**src/rtl/hazard_pkg.sv**
```systemverilog
// Shared types for the pipeline hazard controller: sequencer states, register index and bubble counter.
package hazard_pkg;

   typedef enum logic [1:0] {
      RESET_FLUSH = 2'd0,
      RUN         = 2'd1,
      REDIRECT    = 2'd2
   } hz_state_t;

   typedef logic [3:0] reg_idx_t;
   typedef logic [2:0] bub_cnt_t;

   localparam logic [31:0] NOP_INSTR = 32'h0000_0013;

endpackage

```
**src/rtl/sat_counter32.sv**
```systemverilog
// 32-bit event counter that sticks at all-ones; value visible the cycle after the enabling event.
// Synchronous clear wins over enable; no backpressure.
module sat_counter32 (
   input  logic        clk,
   input  logic        rst,
   input  logic        clr,
   input  logic        en,
   output logic [31:0] count
);

   logic [31:0] cnt_q;
   logic [31:0] cnt_d;

   always_comb begin
      cnt_d = cnt_q;
      if (clr) begin
         cnt_d = '0;
      end else if (en && (cnt_q != 32'hFFFF_FFFF)) begin
         cnt_d = cnt_q + 32'd1;
      end
   end

   always_ff @(posedge clk or posedge rst) begin
      if (rst) begin
         cnt_q <= '0;
      end else begin
         cnt_q <= cnt_d;
      end
   end

   assign count = cnt_q;

endmodule

```
**src/rtl/pipeline_hazard_controller.sv**
```systemverilog
// Stall/flush sequencer for the 5-stage pipeline; controls are combinational from state and inputs (zero latency).
// Priority: dmem wait freezes everything, then redirect, load-use stall, and fetch wait.
module pipeline_hazard_controller
   import hazard_pkg::*;
#(
   parameter int unsigned REDIRECT_CYCLES = 1,
   parameter int unsigned RESET_BUBBLES   = 2
) (
   input  logic        clk,
   input  logic        rst,
   input  logic [3:0]  rs1_ID,
   input  logic [3:0]  rs2_ID,
   input  logic        uses_rs1_ID,
   input  logic        uses_rs2_ID,
   input  logic [3:0]  rd_EX,
   input  logic        mem_read_EX,
   input  logic        branch_taken_EX,
   input  logic        imem_ready,
   input  logic        dmem_busy_MEM,
   output logic        stall_PC,
   output logic        stall,
   output logic        invalid_IF,
   output logic        bubble_EX,
   output logic        freeze_EX_MEM,
   output logic        redirect,
   output logic [31:0] stall_count,
   output logic [31:0] flush_count
);

   localparam bub_cnt_t RST_LOAD = bub_cnt_t'(RESET_BUBBLES);
   localparam bub_cnt_t RDR_LOAD = bub_cnt_t'(REDIRECT_CYCLES - 1);

   hz_state_t state_q, state_d;
   bub_cnt_t  cnt_q, cnt_d;
   reg_idx_t  rs1, rs2, rd;
   logic      load_use;

   assign rs1 = reg_idx_t'(rs1_ID);
   assign rs2 = reg_idx_t'(rs2_ID);
   assign rd  = reg_idx_t'(rd_EX);

   // x0 is hard-wired zero, so a load targeting it never creates a dependency.
   assign load_use = mem_read_EX && (rd != 4'd0) &&
                     ((uses_rs1_ID && (rs1 == rd)) || (uses_rs2_ID && (rs2 == rd)));

   always_comb begin
      state_d       = state_q;
      cnt_d         = cnt_q;
      stall_PC      = 1'b0;
      stall         = 1'b0;
      invalid_IF    = 1'b0;
      bubble_EX     = 1'b0;
      freeze_EX_MEM = 1'b0;
      redirect      = 1'b0;

      case (state_q)
         RESET_FLUSH: begin
            if (cnt_q != 3'd0) begin
               invalid_IF = 1'b1;
               stall_PC   = 1'b1;
               cnt_d      = cnt_q - 3'd1;
            end
            if (cnt_q <= 3'd1) begin
               state_d = RUN;
            end
         end

         default: begin
            if (dmem_busy_MEM) begin
               freeze_EX_MEM = 1'b1;
               stall         = 1'b1;
               stall_PC      = 1'b1;
            end else if (branch_taken_EX) begin
               // ID instruction is squashed, so a coincident load-use is moot.
               redirect   = 1'b1;
               invalid_IF = 1'b1;
               bubble_EX  = 1'b1;
               cnt_d      = RDR_LOAD;
               state_d    = (RDR_LOAD != 3'd0) ? REDIRECT : RUN;
            end else if (load_use) begin
               stall     = 1'b1;
               stall_PC  = 1'b1;
               bubble_EX = 1'b1;
            end else if (state_q == REDIRECT) begin
               invalid_IF = (cnt_q != 3'd0);
               stall_PC   = !imem_ready;
               if (cnt_q != 3'd0) begin
                  cnt_d = cnt_q - 3'd1;
               end
               if (cnt_q <= 3'd1) begin
                  state_d = RUN;
               end
            end else if (!imem_ready) begin
               stall_PC   = 1'b1;
               invalid_IF = 1'b1;
            end
         end
      endcase
   end

   always_ff @(posedge clk or posedge rst) begin
      if (rst) begin
         state_q <= RESET_FLUSH;
         cnt_q   <= RST_LOAD;
      end else begin
         state_q <= state_d;
         cnt_q   <= cnt_d;
      end
   end

   sat_counter32 u_stall_cnt (
      .clk   (clk),
      .rst   (rst),
      .clr   (1'b0),
      .en    (stall),
      .count (stall_count)
   );

   sat_counter32 u_flush_cnt (
      .clk   (clk),
      .rst   (rst),
      .clr   (1'b0),
      .en    (redirect),
      .count (flush_count)
   );

endmodule

```
**config.mk**
```make
export PLATFORM = sky130hd
export DESIGN_NAME = pipeline_hazard_controller
export DESIGN_NICKNAME = d
export VERILOG_FILES = /design/src/rtl/hazard_pkg.sv /design/src/rtl/sat_counter32.sv /design/src/rtl/pipeline_hazard_controller.sv
export SDC_FILE = /design/constraint.sdc
export NUM_CORES = 1
export LEC_CHECK = 0
export BUFFER_PORTS_ARGS = -buffer_cell sky130_fd_sc_hd__buf_4
export CAP_MARGIN = 25
export CORE_MARGIN = 2
export CORE_UTILIZATION = 44
export CTS_BUF_LIST = sky130_fd_sc_hd__clkbuf_8
export CTS_CLUSTER_DIAMETER = 40
export DETAILED_ROUTE_END_ITERATION = 6
export PLACE_DENSITY = 0.67
export SLEW_MARGIN = 10
export SYNTH_ARGS = -nofsm -noshare
export SYNTH_HDL_FRONTEND = slang
export SYNTH_SLANG_ARGS = --single-unit
```
**constraint.sdc**
```tcl
create_clock -name clk -period 4.7 [get_ports clk]
set_input_delay 0.235 -clock clk [delete_from_list [all_inputs] [get_ports clk]]
set_output_delay 0.235 -clock clk [all_outputs]
set_load 0.03 [all_outputs]
```
[Word-level counts from Yosys, hierarchy flattened]
Index checks and enable logic that the tools add are counted.
Word-level totals
  register bits after elaboration: 69
  latch bits: 0
  RAM bits: 0
  bits in read-only memories: 0
  input port bits: 20
  output and inout bits: 70
  memories: 0
Operators by class
  $add $sub $neg: 3
  multipliers: 0
  divide/modulo/power cells: 0
  $lt $le $gt $ge: 1
  equality and inequality tests: 7
  shifts and indexed selects: 0
  muxes and demuxes: 36
  bitwise logic cells: 0
  reduce and logical (&&, ||, !) cells: 13
Operators with widths (number)
  $add A32 B1 Y32 const B: 2
  $ne A32 B32 Y1 const B: 2
  $mux W1: 24
  $mux W3: 6
  $mux W2: 6
  $eq A4 B4 Y1: 2
  $logic_and A1 B1 Y1: 6
  $reduce_bool A3 Y1: 2
  $reduce_bool A4 Y1: 1
  $le A3 B1 Y1 const B: 1
  $ne A3 B2 Y1 const B: 1
  $reduce_and A3 Y1: 1
  $sub A3 B1 Y3 const B: 1
  $eq A2 B2 Y1 const B: 1
  $logic_not A2 Y1: 1
  $ne A2 B1 Y1 const B: 1
  $logic_not A1 Y1: 1
  $logic_or A1 B1 Y1: 1

[Logic depth before layout (Yosys ltp)]
  word-level depth: 9
  gate-level depth with buffers: 9
  mapped depth without buffers: 7

[Cells and area by module]
A second synthesis with hierarchy kept.
Unflattened totals
  cells, all modules: 461
  area total of the unflattened synthesis: 4231.6 µm²
By module, submodules not included
  sat_counter32 (u_stall_cnt): times used 1, cells each 199, area each 1911.8 µm²
  sat_counter32 (u_flush_cnt): times used 1, cells each 186, area each 1740.4 µm²
  pipeline_hazard_controller: times used 1, cells each 76, area each 579.3 µm²

[Worst setup path before layout]
OpenSTA, ideal clock, no wires.
  kind: input to output
  start: input rd_EX[0]
  end: output stall_PC
  arrival: 1901 ps
  slack: 2564 ps
  stages: 5
  buffers on the path: 0
  path through: o41a_1 -> and4_2 -> o21ai_4 -> nand2_1 -> a221o_1
On the way
  cells in the longest elaborated chain, start to end: 8
  elaborated cells on any way between the ends: 12
  those cells by class: eq/ne (2); mux (4); reduce/logical (6)
Ends and longest elaborated chain
  from (decl): line pipeline_hazard_controller.sv:15  | input logic [3:0] rd_EX,
  $eq A4 B4 Y1: line pipeline_hazard_controller.sv:44  | ((uses_rs1_ID && (rs1 == rd)) || (uses_rs2_ID && (rs2 == rd)));
  $logic_and A1 B1 Y1: line pipeline_hazard_controller.sv:44
  $logic_or A1 B1 Y1: line pipeline_hazard_controller.sv:44
  $logic_and A1 B1 Y1 *: line pipeline_hazard_controller.sv:43  | assign load_use = mem_read_EX && (rd != 4'd0) &&
  $mux W1 *: line pipeline_hazard_controller.sv:80  | end else if (load_use) begin
  $mux W1 *: line pipeline_hazard_controller.sv:73  | end else if (branch_taken_EX) begin
  $mux W1 *: line pipeline_hazard_controller.sv:69  | if (dmem_busy_MEM) begin
  $mux W1 *: line pipeline_hazard_controller.sv:56  | case (state_q)
  to (decl): line pipeline_hazard_controller.sv:20  | output logic stall_PC,
Mark *: on every way between the ends. The rest lies on a longest branch, timed or not.

[Final worst setup path]
  start: register state_q[0]
  end: output stall_PC
On the way
  cells in the longest elaborated chain, start to end: 6
  elaborated cells on any way between the ends: 7
  those cells by class: eq/ne (1); mux (5); reduce/logical (1)
Ends and longest elaborated chain
  from (decl): line pipeline_hazard_controller.sv:33  | hz_state_t state_q, state_d;
  from (signal assigned): line pipeline_hazard_controller.sv:106  | state_q <= state_d;
  $eq A2 B2 Y1: line pipeline_hazard_controller.sv:84  | end else if (state_q == REDIRECT) begin
  $mux W1: line pipeline_hazard_controller.sv:84
  $mux W1: line pipeline_hazard_controller.sv:80
  $mux W1: line pipeline_hazard_controller.sv:73
  $mux W1: line pipeline_hazard_controller.sv:69
  $mux W1 *: line pipeline_hazard_controller.sv:56
Marked as above.

==> impl_metrics.yaml <==
status:
  run_status: "complete, no violations"
logic_synthesis:
  synth_commonest_cells: "dfrtp_1 (68), xor2_1 (52), nand2_1 (31)"
  netlist.area_leader.share_pct: 44.71
  ys_seq_area_share_pct: 45.40
  synth_edf_count: 0
  synth_fp_nets: 402
  yosys_warnings: 0
  synth_most_common_cell: "dfrtp_1"
  ys.flop_type: "dfrtp_1"
  synth_area_leaders: "dfrtp_1 (45%), xor2_1 (12%), nand4_1 (3.8%)"
  netlist_instances: 377
  yosysTopAreaCell: "dfrtp_1"
  syn_area_um2: 3806
  async_reset_ff_share_pct: 100.0
  ys_ff_latch: 69
  ys_types: 57
  syn_area_per_cell_um2: 10.10
drt:
  detail_route.vias_per_cell: 5.482
  routedWlPerCell_um: 15.28
  antenna_left: 0
  post-route-drc-count: 0
  first_iter_violations: 151
  vias: 3163
  drt_pass1_iterations: 4
  totalWireLength_mm: 8.816
setup_path:
  path_max_fanout: 9
  r2r-start: "u_stall_cnt.count[20]"
  critPathRequiredTime_ps: 4470
  reg2reg_depth: 6
  cp_top_family: "compound AO/OA/AOI/OAI gates"
  slowest_delay_ps: 640
  critical_path_buf_inv_count: 1
  rr_endpoint: "u_stall_cnt.count[1]"
  crit_arrival_ps: 2220
  crit_chain: "o21ai_1 -> nand2_1 -> a221o_1 -> buf_4"
  end_kind: "output port"
  cp_slowest_cell: "o21ai_1"
  start_kind: "flip-flop"
  ff2ff_setup_slack_ps: 2380
  setup.worst_path.class: "reg -> out"
sta:
  hold_slack_ps: 142.2
  timing.final.ws_setup_ps: 2246
  max_freq_ghz: 0.4076
  grt_setup_unrepaired: "no"
  hold_violations: 0
  maxSlewViolCount: 0
  final.setup.tns_ps: 0
  min_period_ps: 2454
  worst_slew_pin_slew_ps: 870.0
  setup_violations: 0
  relSlewSlack_pct: 42.00
  post-route-period-util_pct: 52.21
  finClkSkew_ps: 18.20
grt:
  grt.total_usage_pct: 19.22
  antenna_found_initial: 0
  grt_start_max_net_pins: 70
  globalRoute.totalOverflow: 0
  grt_pass1_vias: 3069
  grt_pass1_wl_mm: 15.07
power:
  power.leakage_nw: 2.353
  powerDensity_nw_per_um2: 364.0
  power_mw: 1.751
  vdd.ir_drop.worst_uv: 302.3
hold_path:
  hold_class: "in -> async"
clock_network:
  clk_latency_ps: 350
  htreeDepth: 3
  hold_buffers: 0
  cts_resized: 0
  clockBufferDepth: 2
  cts_tree: "yes"
  postCtsSetupRepairBufs: 0
  cts_buffers: 9
  ctsRootBufferMaster: "clkbuf_8"
  clk_pin_slew_ps: 90
  clkSinkCount: 69
cells_and_area:
  layout-drive-gt1-share_pct: 27.75
  diodes: 0
  area_growth_pct: 26.40
  post-route-util_pct: 57.97
  nNetsFinal: 492
floorplanning:
  ios: 90
  rows: 33
  die_h_um: 97.01
  core_um2: 8299
  die_w_um: 97.01
  dieArea_um2: 9410
  start_util_pct: 45.86
placement:
  dp_slack_ps: 2096
  dp_hpwl_mm: 6.228
  portBuffers: 89
  place_congestion: 0.8814
run:
  timing.max_cap.violations: 0
[where the power goes]
part           switching (mW)  internal [mW]  total [mW]
Combinational           0.251          0.158       0.408
Clock                   0.228          0.367       0.595
Sequential             0.0926          0.655       0.747
[per-layer routing]
layer  GRT usage (%)  vias up  share of wire (%)
met1           25.65     1539                 45
li1                -     1528                  -
met3           6.069        4                5.9
met4           4.334        0               0.41
met2           30.77       92                 48
met5               0        -                  0
[layout by cell type, fill, tap and decap left out, types with 2 or more instances in the layout]
cell type  instances
buf_4             91
dfrtp_1           68
xor2_1            52
nand2_1           31
nand3_1           27
nor2_1            26
nand4_1           23
nor3_1            23
xnor2_1           16
nor4_1            13
inv_1             11
clkbuf_8          10
and3_1             7
a21oi_1            5
ha_1               5
a211oi_1           4
nand2b_1           3
bufinv_16          3
inv_2              2
or3_1              2
and4_1             2
and2_1             2
and4_4             2
and4_2             2
mux2_2             2
nor4b_1            2
a2111oi_2          2
a2111oi_0          2
a311oi_1           2
o21ai_0            2
clkinv_4           2
[flip-flops by register name, indices dropped and copies added (netlist names)]
| signal | cells |
|---|---|
| state_q | 2 |
| u_flush_cnt.count | 32 |
| cnt_q | 3 |
| u_stall_cnt.count | 32 |
[metrics by stage]
step / std cells / instance area (um2)
2_1_floorplan: 377 / 3806
3_3_place_gp: 560 / 4534
3_5_place_dp: 560 / 4534
4_1_cts: 576 / 4783
5_1_grt: 577 / 4811
6_report: 577 / 4811
[cell type report]
class	count	area [um2]
Inverter	13	50.05
Clock inverter	6	111.4
Timing Repair Buffer	92	710.7
Clock buffer	10	137.6
Sequential cell	69	1728
Multi-Input combinational cell	282	1942
Fill cell	722	3488
Tap cell	105	131.4
[worst min-delay path, stage by stage]
cell,delay [ps]
buf_4,110
inv_2,30
buf_4,650
[cells by family (layout without fill, tap and decap cells)]
kind of cell / after synthesis / in the layout / synth area share (%)
multiplexers: 3 / 3 / 0.8547
buffers and inverters: 26 / 121 / 3.583
adder cells (fa/ha/maj): 5 / 5 / 1.644
XOR/XNOR: 68 / 68 / 15.65
flip-flops: 69 / 69 / 45.40
AO/OA/AOI/OAI: 28 / 28 / 6.049
AND/OR/NAND/NOR: 178 / 178 / 26.82
[worst max-delay path by stage]
stage	from	end	slack, ps	cells past startpoint
after floorplan	rd_EX[0]	stall_PC	2560	5
after global placement	rd_EX[0]	invalid_IF	2120	6
after detailed placement	rd_EX[0]	invalid_IF	2100	6
after CTS	rd_EX[0]	invalid_IF	2090	6
after global routing	state_q[0]	stall_PC	2060	4
final	state_q[0]	stall_PC	2250	4
Note: power is estimated with default switching activity, not from simulation.
